<file path="config.mk">
export PLATFORM = sky130hd
export DESIGN_NAME = mini_calc_seq
export DESIGN_NICKNAME = d
export VERILOG_FILES = /design/src/rtl/mini_calc_pkg.sv /design/src/rtl/mini_calc_seq_divider.sv /design/src/rtl/mini_calc_seq.sv
export SDC_FILE = /design/constraint.sdc
export NUM_CORES = 1
export LEC_CHECK = 0
export ABC_AREA = 1
export CORE_MARGIN = 2
export CORE_UTILIZATION = 30
export CTS_CLUSTER_SIZE = 24
export DETAILED_ROUTE_END_ITERATION = 8
export HOLD_SLACK_MARGIN = 0.08
export SLEW_MARGIN = 20
export SYNTH_ARGS = -nofsm -noshare
export SYNTH_HDL_FRONTEND = slang
export SYNTH_SLANG_ARGS = --single-unit
</file>
<file path="constraint.sdc">
create_clock -name Clk -period 3.2 [get_ports Clk]
set_input_delay 0.64 -clock Clk [delete_from_list [all_inputs] [get_ports Clk]]
set_output_delay 0.64 -clock Clk [all_outputs]
set_load 0.005 [all_outputs]
</file>
<file path="src/rtl/mini_calc_pkg.sv">
// Shared definitions for mini_calc_seq: default opcodes, FSM state encoding and iteration-counter sizing.
// The optional divider is selected by MINI_CALC_SEQ_DIV_EN in the modules that import this package.
package mini_calc_pkg;

  localparam int DEF_INPUT_BIT_WIDTH = 8;
  localparam int DEF_INSTR_BIT_WIDTH = 4;

  localparam logic [3:0] DEF_CODE_INSTR_NOP     = 4'b1111;
  localparam logic [3:0] DEF_CODE_INSTR_ADD_SUB = 4'b0111;
  localparam logic [3:0] DEF_CODE_INSTR_MIN_MAX = 4'b1011;
  localparam logic [3:0] DEF_CODE_INSTR_MUL     = 4'b1101;
  localparam logic [3:0] DEF_CODE_INSTR_DIV     = 4'b1110;

  typedef enum logic [1:0] {
    IDLE = 2'd0,
    EXEC = 2'd1,
    DONE = 2'd2
  } state_t;

  // Iteration counter must be able to hold the operand width itself.
  function automatic int iter_cnt_width(input int width);
    return $clog2(width + 1);
  endfunction

  localparam int DEF_ITER_CNT_W = iter_cnt_width(DEF_INPUT_BIT_WIDTH);

endpackage

</file>
<file path="src/rtl/mini_calc_seq_divider.sv">
// Iterative restoring divider, one quotient bit per clock; the MSB is resolved on the Start edge.
// Only instantiated when MINI_CALC_SEQ_DIV_EN is defined. A zero divisor yields all-ones / Dividend.
module mini_calc_seq_divider
  import mini_calc_pkg::*;
#(
  parameter int WIDTH = DEF_INPUT_BIT_WIDTH
) (
  input  logic             Clk,
  input  logic             Reset,
  input  logic             Start,
  input  logic [WIDTH-1:0] Dividend,
  input  logic [WIDTH-1:0] Divider,
  output logic [WIDTH-1:0] Quotient,
  output logic [WIDTH-1:0] Remainder,
  output logic             Done,
  output logic             DivByZero
);

  localparam int CW = iter_cnt_width(WIDTH);

  logic             r_busy;
  logic             r_done;
  logic             r_dbz;
  logic [CW-1:0]    r_cnt;
  logic [WIDTH-1:0] r_rem;
  logic [WIDTH-1:0] r_quo;
  logic [WIDTH-1:0] r_den;

  logic             w_load;
  logic [WIDTH-1:0] w_rem_in;
  logic [WIDTH-1:0] w_quo_in;
  logic [WIDTH-1:0] w_den;
  logic [WIDTH:0]   w_shift;
  logic [WIDTH-1:0] w_trial;
  logic             w_ge;
  logic [WIDTH-1:0] w_rem_next;

  // On the load edge the step works directly on the incoming operands.
  assign w_load     = Start && !r_busy;
  assign w_rem_in   = w_load ? '0 : r_rem;
  assign w_quo_in   = w_load ? Dividend : r_quo;
  assign w_den      = w_load ? Divider : r_den;
  assign w_shift    = {w_rem_in, w_quo_in[WIDTH-1]};
  assign w_ge       = (w_shift >= {1'b0, w_den});
  assign w_trial    = w_shift[WIDTH-1:0] - w_den;
  assign w_rem_next = w_ge ? w_trial : w_shift[WIDTH-1:0];

  always_ff @(posedge Clk) begin
    if (Reset) begin
      r_busy <= 1'b0;
      r_done <= 1'b0;
      r_dbz  <= 1'b0;
      r_cnt  <= '0;
      r_rem  <= '0;
      r_quo  <= '0;
      r_den  <= '0;
    end else begin
      r_done <= 1'b0;
      if (w_load) begin
        r_busy <= 1'b1;
        r_cnt  <= CW'(1);
        r_den  <= Divider;
        r_dbz  <= (Divider == '0);
        r_rem  <= w_rem_next;
        r_quo  <= {w_quo_in[WIDTH-2:0], w_ge};
      end else if (r_busy) begin
        r_rem <= w_rem_next;
        r_quo <= {w_quo_in[WIDTH-2:0], w_ge};
        r_cnt <= r_cnt + CW'(1);
        if (r_cnt == CW'(WIDTH - 1)) begin
          r_busy <= 1'b0;
          r_done <= 1'b1;
        end
      end
    end
  end

  assign Quotient  = r_quo;
  assign Remainder = r_rem;
  assign Done      = r_done;
  assign DivByZero = r_dbz;

endmodule

</file>
<file path="src/rtl/mini_calc_seq.sv">
// Sequential mini calculator: single-cycle add/sub, min/max, nop, pass-through; iterative multiply,
// and iterative divide when MINI_CALC_SEQ_DIV_EN is defined (otherwise DIV returns Error at latency 1).
module mini_calc_seq
  import mini_calc_pkg::*;
#(
  parameter int INPUT_BIT_WIDTH = DEF_INPUT_BIT_WIDTH,
  parameter int INSTR_BIT_WIDTH = DEF_INSTR_BIT_WIDTH,
  parameter logic [INSTR_BIT_WIDTH-1:0] CODE_INSTR_NOP     = INSTR_BIT_WIDTH'(DEF_CODE_INSTR_NOP),
  parameter logic [INSTR_BIT_WIDTH-1:0] CODE_INSTR_ADD_SUB = INSTR_BIT_WIDTH'(DEF_CODE_INSTR_ADD_SUB),
  parameter logic [INSTR_BIT_WIDTH-1:0] CODE_INSTR_MIN_MAX = INSTR_BIT_WIDTH'(DEF_CODE_INSTR_MIN_MAX),
  parameter logic [INSTR_BIT_WIDTH-1:0] CODE_INSTR_MUL     = INSTR_BIT_WIDTH'(DEF_CODE_INSTR_MUL),
  parameter logic [INSTR_BIT_WIDTH-1:0] CODE_INSTR_DIV     = INSTR_BIT_WIDTH'(DEF_CODE_INSTR_DIV)
) (
  input  logic                       Clk,
  input  logic                       Reset,
  input  logic                       InValid,
  output logic                       InReady,
  input  logic [INSTR_BIT_WIDTH-1:0] Instruction,
  input  logic [INPUT_BIT_WIDTH-1:0] InputA,
  input  logic [INPUT_BIT_WIDTH-1:0] InputB,
  output logic                       OutValid,
  input  logic                       OutReady,
  output logic [INPUT_BIT_WIDTH-1:0] OutputA,
  output logic [INPUT_BIT_WIDTH-1:0] OutputB,
  output logic                       Error
);

  localparam int W  = INPUT_BIT_WIDTH;
  localparam int CW = iter_cnt_width(W);

  state_t          r_state;
  logic [CW-1:0]   r_cnt;
  logic [W-1:0]    r_mul_a;
  logic [2*W-1:0]  r_prod;
  logic            r_out_valid;
  logic [W-1:0]    r_out_a;
  logic [W-1:0]    r_out_b;
  logic            r_error;

  logic            w_accept;
  logic            w_to_exec;
  logic [W-1:0]    w_imm_a;
  logic [W-1:0]    w_imm_b;
  logic            w_imm_err;
  logic [W:0]      w_mul_sum;
  logic [2*W-1:0]  w_prod_next;
  logic            w_last_iter;

  assign InReady  = (r_state == IDLE);
  assign w_accept = InValid && InReady;

  // Shift-add: low half of r_prod holds the remaining multiplier bits, high half the partial sum.
  assign w_mul_sum   = {1'b0, r_prod[2*W-1:W]} + (r_prod[0] ? {1'b0, r_mul_a} : {(W+1){1'b0}});
  assign w_prod_next = {w_mul_sum, r_prod[W-1:1]};
  assign w_last_iter = (r_cnt == CW'(W - 1));

`ifdef MINI_CALC_SEQ_DIV_EN
  logic         r_op_div;
  logic         w_is_div;
  logic         w_div_start;
  logic         w_div_done;
  logic         w_div_dbz;
  logic [W-1:0] w_quo;
  logic [W-1:0] w_rem;

  assign w_div_start = w_accept && w_is_div;

  mini_calc_seq_divider #(
    .WIDTH(W)
  ) u_divider (
    .Clk      (Clk),
    .Reset    (Reset),
    .Start    (w_div_start),
    .Dividend (InputA),
    .Divider  (InputB),
    .Quotient (w_quo),
    .Remainder(w_rem),
    .Done     (w_div_done),
    .DivByZero(w_div_dbz)
  );
`endif

  always_comb begin
    w_imm_a   = InputA;
    w_imm_b   = InputB;
    w_imm_err = 1'b0;
    w_to_exec = 1'b0;
`ifdef MINI_CALC_SEQ_DIV_EN
    w_is_div  = 1'b0;
`endif
    if (Instruction == CODE_INSTR_NOP) begin
      w_imm_a = '0;
      w_imm_b = '0;
    end else if (Instruction == CODE_INSTR_ADD_SUB) begin
      w_imm_a = InputA + InputB;
      w_imm_b = InputA - InputB;
    end else if (Instruction == CODE_INSTR_MIN_MAX) begin
      if (InputA <= InputB) begin
        w_imm_a = InputA;
        w_imm_b = InputB;
      end else begin
        w_imm_a = InputB;
        w_imm_b = InputA;
      end
    end else if (Instruction == CODE_INSTR_MUL) begin
      w_to_exec = 1'b1;
    end else if (Instruction == CODE_INSTR_DIV) begin
`ifdef MINI_CALC_SEQ_DIV_EN
      w_to_exec = 1'b1;
      w_is_div  = 1'b1;
`else
      w_imm_a   = '0;
      w_imm_b   = '0;
      w_imm_err = 1'b1;
`endif
    end
  end

  always_ff @(posedge Clk) begin
    if (Reset) begin
      r_state     <= IDLE;
      r_cnt       <= '0;
      r_mul_a     <= '0;
      r_prod      <= '0;
      r_out_valid <= 1'b0;
      r_out_a     <= '0;
      r_out_b     <= '0;
      r_error     <= 1'b0;
`ifdef MINI_CALC_SEQ_DIV_EN
      r_op_div    <= 1'b0;
`endif
    end else begin
      case (r_state)
        IDLE: begin
          if (w_accept) begin
            r_mul_a <= InputA;
            r_prod  <= {{W{1'b0}}, InputB};
            r_cnt   <= '0;
`ifdef MINI_CALC_SEQ_DIV_EN
            r_op_div <= w_is_div;
`endif
            if (w_to_exec) begin
              r_state <= EXEC;
            end else begin
              r_out_a     <= w_imm_a;
              r_out_b     <= w_imm_b;
              r_error     <= w_imm_err;
              r_out_valid <= 1'b1;
              r_state     <= DONE;
            end
          end
        end
        EXEC: begin
`ifdef MINI_CALC_SEQ_DIV_EN
          if (r_op_div) begin
            if (w_div_done) begin
              r_out_a     <= w_quo;
              r_out_b     <= w_rem;
              r_error     <= w_div_dbz;
              r_out_valid <= 1'b1;
              r_state     <= DONE;
            end
          end else
`endif
          begin
            r_prod <= w_prod_next;
            r_cnt  <= r_cnt + CW'(1);
            if (w_last_iter) begin
              r_out_a     <= w_prod_next[W-1:0];
              r_out_b     <= w_prod_next[2*W-1:W];
              r_error     <= 1'b0;
              r_out_valid <= 1'b1;
              r_state     <= DONE;
            end
          end
        end
        DONE: begin
          if (OutReady) begin
            r_out_valid <= 1'b0;
            r_state     <= IDLE;
          end
        end
        default: r_state <= IDLE;
      endcase
    end
  end

  assign OutValid = r_out_valid;
  assign OutputA  = r_out_a;
  assign OutputB  = r_out_b;
  assign Error    = r_error;

endmodule

</file>
-- Word level (Yosys, flattened, before mapping)
Index checks and enable logic that the tools add are counted.
W data, S select, Z words.
- word-level logic and storage cells: 82
- output and inout bits: 19
- input bits: 24
- flip-flop bits (word level): 48
- multiplexer cells: 48
- $add $sub $neg: 4
- reductions and logical operators: 9
- equality and inequality tests: 12
- order comparisons: 1
- operators by type and width (operator ; count):
    $mux W8 ; 19
    $pmux W16 S2 ; 1
    $pmux W8 S2 ; 2
    $eq A4 B4 Y1 const B ; 4
    $mux W1 ; 16
    $mux W16 ; 1
    $add A8 B8 Y9 ; 1
    $add A8 B8 Y8 ; 1
    $eq A4 B3 Y1 const B ; 2
    $le A8 B8 Y1 ; 1
    $mux W2 ; 4
    $pmux W4 S2 ; 1
    $sub A8 B8 Y8 ; 1
    $ne A2 B2 Y1 const B ; 3
    $pmux W2 S3 ; 1
    $reduce_and A5 Y1 ; 1
    $add A4 B1 Y4 const B ; 1
    $mux W4 ; 1
    $reduce_and A2 Y1 ; 2
    $reduce_and A4 Y1 ; 1
    $pmux W1 S3 ; 1
    $reduce_and A3 Y1 ; 1
    $reduce_bool A3 Y1 ; 1
    $eq A2 B1 Y1 const B ; 1
    other kinds (6) ; 6

-- Depth between registers and ports, before layout
- depth after elaboration: 9
- depth in mapped cells: 17
- gate-level depth less buffers: 17

-- Worst setup path after synthesis
OpenSTA, ideal clock, no wires.
- kind: input port to flip-flop
- start point: input InputA[0]
- end point: register r_out_a[0] (netlist: OutputA[0])
- buffers on the path: 1
- arrival: 2222 ps
- stages: 15
- setup time: 66 ps
- setup slack: 911 ps
- required time: 3134 ps
- cell sequence: inv_1 -> ha_1 -> fa_1 -> inv_1 -> nand3_1 -> nand2_2 -> nand2_2 -> nand2_2 -> nand2_4 -> nor2_8 -> buf_12 -> nand2_2 -> o211ai_1 -> nand2_1 -> a21oi_2
- cells in the longest elaborated chain, start to end: 8
- elaborated cells on any way between the ends: 11
- those cells by class: add/sub: 1; order compare: 1; mux: 9
- RTL lines (element ; line ; RTL):
    from (decl) ; mini_calc_seq.sv:19 ; input logic [INPUT_BIT_WIDTH-1:0] InputA,
    $le A8 B8 Y1 / $mux W8 (equally long branches) ; mini_calc_seq.sv:98, mini_calc_seq.sv:107 ;
    $mux W8 (on tied branches) ; mini_calc_seq.sv:98, mini_calc_seq.sv:105 ;
    $mux W8 ; mini_calc_seq.sv:97 ; end else if (Instruction == CODE_INSTR_MIN_MAX) begin
    $mux W8 * ; mini_calc_seq.sv:94 ; end else if (Instruction == CODE_INSTR_ADD_SUB) begin
    $mux W8 * ; mini_calc_seq.sv:91 ; if (Instruction == CODE_INSTR_NOP) begin
    $mux W8 * ; mini_calc_seq.sv:142 ; if (w_to_exec) begin
    $mux W8 * ; mini_calc_seq.sv:135 ; if (w_accept) begin
    $pmux W8 S2 * ; mini_calc_seq.sv:133 ; case (r_state)
    to (signal assigned) ; mini_calc_seq.sv:145 ; r_out_a <= w_imm_a;
    to (signal assigned) ; mini_calc_seq.sv:169 ; r_out_a <= w_prod_next[W-1:0];
    to (decl) ; mini_calc_seq.sv:36 ; logic [W-1:0] r_out_a;
Every way passes the cells marked *; elsewhere a longest branch is shown, timed or not. The select of a mux whose other input is x is not followed.
A chain may end at the register's enable or synchronous reset.

-- Worst setup path after layout
- start point: input InputA[0]
- end point: register r_out_b[5] (netlist: OutputB[5])
- cells in the longest elaborated chain, start to end: 8
- elaborated cells on any way between the ends: 9
- those cells by class: add/sub: 1; order compare: 1; mux: 7
- RTL lines (element ; line ; RTL):
    $le A8 B8 Y1 ; mini_calc_seq.sv:98 ; if (InputA <= InputB) begin
    $mux W8 ; mini_calc_seq.sv:98 ;
    $mux W8 ; mini_calc_seq.sv:97 ;
    $mux W8 * ; mini_calc_seq.sv:94 ;
    $mux W8 * ; mini_calc_seq.sv:91 ;
    $mux W8 * ; mini_calc_seq.sv:142 ;
    $mux W8 * ; mini_calc_seq.sv:135 ;
    $pmux W8 S2 * ; mini_calc_seq.sv:133 ;
    to (signal assigned) ; mini_calc_seq.sv:146 ; r_out_b <= w_imm_b;
    to (signal assigned) ; mini_calc_seq.sv:170 ; r_out_b <= w_prod_next[2*W-1:W];
    to (decl) ; mini_calc_seq.sv:37 ; logic [W-1:0] r_out_b;
Marks and branches as above.

==> impl_metrics.json <==
{
  "hp-class": "register to register",
  "max_freq_mhz": 358,
  "reg2reg_to": "OutputB[7]",
  "pwr-share-clk_pct": 24.6,
  "r2r_slack_ns": 0.99,
  "yosysWarnings": 0,
  "path_max_fanout": 16,
  "drv_cap": 0,
  "vias_per_cell": 5.04,
  "tightestPinTransition_ns": 0.723,
  "cp_num_buf_inv": 3,
  "fin_skew_ns": 0.00752,
  "placed_area_um2": 4250,
  "synth_enable_flop_cells": 0,
  "die_area_um2": 13100,
  "htreeDepth": 2,
  "cp-start-kind": "input pin",
  "critical_path_class": "input pin to register",
  "initial_core_util_pct": 30.7,
  "p_per_area_nw_per_um2": 611,
  "ys_seq_area_share_pct": 26.2,
  "yosys.area.top_type": "dfxtp_1",
  "syn_nets": 612,
  "setup_viol": 0,
  "synth.top_cell.area_share_pct": 26.2,
  "cp.arrival_ns": 2.97,
  "endpoint_kind": "register",
  "grt_pass1_wl_um": 17700,
  "relSlewSlack_pct": 51.7,
  "n_fill_cell": 1260,
  "dr.pass1.iters": 5,
  "layout.nets": 654,
  "place.gp.congestion": 0.936,
  "drt_iter0_drc": 141,
  "synthArstFlopShare_pct": 0,
  "ys_types": 42,
  "synth-main-ff-cell": "dfxtp_1",
  "core_um2": 12000,
  "peakVddDrop_mv": 0.480,
  "hold_start": "r_prod[1]",
  "clockRootBuffer": "clkbuf_16",
  "grt_start_max_net_pins": 26,
  "p_comb_share_pct": 43.4,
  "layout-drive-gt1-share_pct": 10.3,
  "ioPinCount": 43,
  "switchingPower_w": 0.00103,
  "synth-seq-cells": 48,
  "outcome": "completed",
  "holdPathStages": 2,
  "cpLargestDelayFamily": "simple AND/OR/NAND/NOR gates",
  "multi_input_area_um2": 2250,
  "hold_end": "r_prod[1]",
  "port_buffers": 42,
  "num_vias": 3779,
  "cts_buffer_depth": 2,
  "die_h_um": 115,
  "cts_tree": "done",
  "finalInstanceArea_um2": 4430,
  "swShare_pct": 37.9,
  "area.growth.synth_to_final_pct": 20.8,
  "gr-total-overflow": 0,
  "leakagePower_nw": 2.10,
  "place_inst": 743,
  "die_x_um": 115,
  "cts_setup_buffers": 0,
  "finalHoldViolations": 0,
  "antenna_cells": 0,
  "antenna_left": 0,
  "clock-sinks": 48,
  "rsz0062_at_grt": "no",
  "slowest_delay_ns": 0.48,
  "grt_pass1_vias": 3548,
  "period_needed_ns": 2.79,
  "instances_no_fill": 750,
  "fin_setup_tns_ns": 0,
  "finalMaxSlewViolations": 0,
  "timing.final.crit_share_pct": 87.3,
  "crit_chain": "clkdlybuf4s50_1, inv_1, ha_1, fa_1, inv_1, nand3_1, nand2_2, nand2_2, nand2_2, nand2_4, nor2_8, nand2_1, nand3_1, nand2_1, nand3_1, a21oi_1",
  "grt_util_all_layers_pct": 16.9,
  "seqPwrFrac_pct": 32.0,
  "crit_path_top_delay_cell": "clkdlybuf4s50_1",
  "r2r_start": "r_prod[0]",
  "rows": 40,
  "reg2reg_depth": 12,
  "synth.most_common_cell": "nand2_1",
  "syn_inst": 561,
  "dp_hpwl_um": 8010,
  "synthTopCellsByArea": "dfxtp_1 26%, nand2_1 13%, a21oi_1 11%",
  "syn_area_um2": 3670,
  "post_cts_resized": 0,
  "routedWlPerCell_um": 14.3,
  "cp_data_required_time_ns": 3.37,
  "register_area_um2": 961,
  "remaining_drc_errors": 0,
  "routed_wl_um": 10700,
  "syn_area_per_cell_um2": 6.54,
  "cts.clk_slew.worst_paths_ns": 0.06,
  "clk_latency_ns": 0.29,
  "cts_hold_buf": 0,
  "numCtsBuffers": 5,
  "antenna_found_initial": 0,
  "final_util_pct": 37.1,
  "p_int_w": 0.00168,
  "synthTopCellsByCount": "130 x nand2_1, 77 x a21oi_1, 76 x inv_1, 48 x dfxtp_1, 37 x nand3_1"
}
==> final cells by class <==
cell class                      instances  area share [%]
Multi-Input combinational cell        407            50.8
Sequential cell                        48            21.7
Timing Repair Buffer                   57            12.0
Inverter                               84            7.17
Tap cell                              147            4.15
Clock buffer                            5            2.82
Clock inverter                          2            1.36
==> per-layer routing <==
layer | routed length, µm | global-route usage [%]
met4 | 208 | 4.80
met3 | 443 | 2.28
met2 | 4990 | 28.0
met1 | 5080 | 23.1
met5 | 0 | 0
==> flip-flops by register name, indices dropped and copies added (netlist names) <==
signal / flops
r_cnt: 4
OutputA: 8
OutValid: 1
Error: 1
r_state: 2
r_mul_a: 8
OutputB: 8
r_prod: 16
==> cells in the final DEF, fill, tap and decap left out, types with 2 or more instances in the layout <==
cell type	n
nand3_1	37
clkbuf_16	5
nor2_2	4
nand2_2	10
nor2_4	4
o211ai_2	3
o21ai_0	31
buf_4	15
xor2_1	2
o21ai_1	11
fa_1	3
ha_1	24
dfxtp_1	48
bufinv_16	2
o211ai_1	6
nand4_1	4
nor2_1	36
clkdlybuf4s50_1	42
a31oi_1	2
nor3_1	3
inv_1	76
o21bai_1	2
nand2_1	130
inv_2	7
a21oi_2	5
a21oi_1	77
==> power groups by stage <==
stage / logic, W / registers, W / clock network, W
floorplan: 0.000718 / 0.000857 / 0
global placement: 0.00116 / 0.000883 / 0
detailed placement: 0.00117 / 0.000879 / 0
CTS: 0.00119 / 0.000869 / 0.000677
global route: 0.00131 / 0.000889 / 0.000708
finish: 0.00118 / 0.000866 / 0.000668
==> worst max path at each step <==
| stage | start | to | slack, ns | cells after the start |
|---|---|---|---|---|
| 6_report | InputA[0] | OutputB[5] | 0.41 | 16 |
| 5_1_grt | InputA[0] | OutputB[6] | 0.20 | 18 |
| 4_1_cts | InputA[0] | OutputB[5] | 0.42 | 16 |
| 3_5_place_dp | InputA[0] | OutputB[5] | 0.13 | 16 |
| 3_3_place_gp | InputA[0] | OutputB[6] | 0.17 | 18 |
| 2_1_floorplan | InputA[0] | OutputA[0] | 0.91 | 15 |
==> worst min-delay path, cell delays in order (launching register included) <==
cell	delay, ns
dfxtp_1	0.31
nand2_1	0.06
a21oi_1	0.05
==> per-stage QoR <==
stage | hold WS, ns | setup WS (ns) | total power, W
2_1_floorplan | 0.444 | 0.911 | 0.00157
3_5_place_dp | 0.458 | 0.126 | 0.00205
4_1_cts | 0.468 | 0.417 | 0.00273
3_3_place_gp | 0.453 | 0.166 | 0.00205
6_report | 0.464 | 0.406 | 0.00271
5_1_grt | 0.479 | 0.200 | 0.00291
==> cell families (layout without fill, tap and decap cells) <==
group	count (synthesis)	count (layout)	share of synthesized area, %
buffers and inverters	106	148	12.4
AND/OR/NAND/NOR	233	233	28.6
adder cells (fa/ha/maj)	27	27	9.83
XOR/XNOR	2	2	0.478
AO/OA/AOI/OAI	145	145	22.5
flip-flops	48	48	26.2
Note: power is estimated with default switching activity, not from simulation.
==> RTL edit, RTL diff (same settings) <==
Add a define of `MINI_CALC_SEQ_DIV_EN`.
--- a/src/rtl/mini_calc_seq.sv
+++ b/src/rtl/mini_calc_seq.sv
@@ -2,2 +2,4 @@
 // and iterative divide when MINI_CALC_SEQ_DIV_EN is defined (otherwise DIV returns Error at latency 1).
+`define MINI_CALC_SEQ_DIV_EN
+
 module mini_calc_seq
Behaviour: not the same (a bounded check fails within 4 cycles, from zero or initial values and one cycle with Reset high).
==> RTL edit against the unedited design <==
Sequential share of layout area rose by 1.3 points; worst setup slack lost 0.15 ns; synthesized area grew 53%; sequential cell count is 32 higher; critical path depth grew 3; maximum frequency decreased by 5.1%; non-clock buffer count rose by 58; utilization grew 0.54 points; cell area is 57% higher; routed wire length is 59% higher; first-iteration DRC count rose to 3.4 times the old value; total power up 36%; critical path type unchanged; critical endpoint is now u_divider.Remainder[2].
==> RTL edit: results (changes against the unedited design) <==
- Result of the run: complete, no violations
- The wire length the detailed router placed on met1 is 7886 um (+55%).
* Family with the most delay on the worst path: buffers and inverters
- The arithmetic-cell share of the synthesized area counting full adders, half adders and majority gates is 8.787% (-1.0 points).
- Sequential cell area in the final layout: 1602 um^2 (+67%)
- Final worst hold slack: 0.4661 ns (+0.001702 ns)
- The worst register-to-register path begins at r_state[0].
- End of the worst register-to-register path: u_divider.Remainder[2]
* TritonCTS Buffers: 9 (+4)
- The detailed-route wire length per cell was 14.37 um (+0.46%).
- The power drawn by the clock network was 1.07 mW (+60%).
- The via count of the first global-routing pass is 5,289 (+49%).
* Final wirelength: 17,040 um (+59%)
* Detailed-routed wire length on met3: 882 um (+99%)
* Sequential element share of the synthesized area: 28.55% (+2.3 points)
- The reported net switching power came to 1.316 mW (+28%).
- Worst hold path startpoint: OutValid
- For hold timing, the worst endpoint is OutValid.
- GRT Total Usage: 17.59% (+0.66 points)
* Share of post-route cells with drive strength above 1: 13.24% (+3.0 points)
- FFs & Latches: 80 (+67%)
* Pleak: 3.456 nW (+64%)
* Clock buffer count in the final layout: 14 (+9)
- By area the synthesized netlist is led by sky130_fd_sc_hd__dfxtp_1 29%, sky130_fd_sc_hd__nand2_1 14%, sky130_fd_sc_hd__nand3_1 8.2%, sky130_fd_sc_hd__inv_1 8.2%, sky130_fd_sc_hd__ha_1 7.4%.
- The maximum vdd drop is 256.6 uV (-47%).
- The synthesized net count was 917 (+50%).
- The routed length on met2 is 7721 um (+55%).
- Arrival time of data at the critical path endpoint: 3.23 ns (+0.26 ns)
* Post-synthesis compound-gate area fraction: 14.12% (-8.4 points)
* Number of multi-input combinational cells in the layout: 611 (+50%)
- Met2 track demand over resource: 28.96% (+0.99 points)
- The met3 track utilization from global routing is 2.785% (+0.51 points).
- Global-route wire length before repair: 27,670 um (+56%)
## RTL edit: cell count changes in the layout (fill, tap and decap cells not counted), moves of 6 or more
cell | before | now
sky130_fd_sc_hd__ha_1 | 24 | 33
sky130_fd_sc_hd__nor2_1 | 36 | 63
sky130_fd_sc_hd__o21ai_2 | 0 | 7
sky130_fd_sc_hd__o21ai_1 | 11 | 1
sky130_fd_sc_hd__buf_4 | 15 | 73
sky130_fd_sc_hd__dfxtp_1 | 48 | 80
sky130_fd_sc_hd__a31oi_1 | 2 | 10
sky130_fd_sc_hd__nand3_1 | 37 | 92
sky130_fd_sc_hd__a21oi_1 | 77 | 59
sky130_fd_sc_hd__nand4_1 | 4 | 18
sky130_fd_sc_hd__nand2_1 | 130 | 213
sky130_fd_sc_hd__inv_1 | 76 | 122
sky130_fd_sc_hd__o211ai_1 | 6 | 0
sky130_fd_sc_hd__xor2_1 | 2 | 11
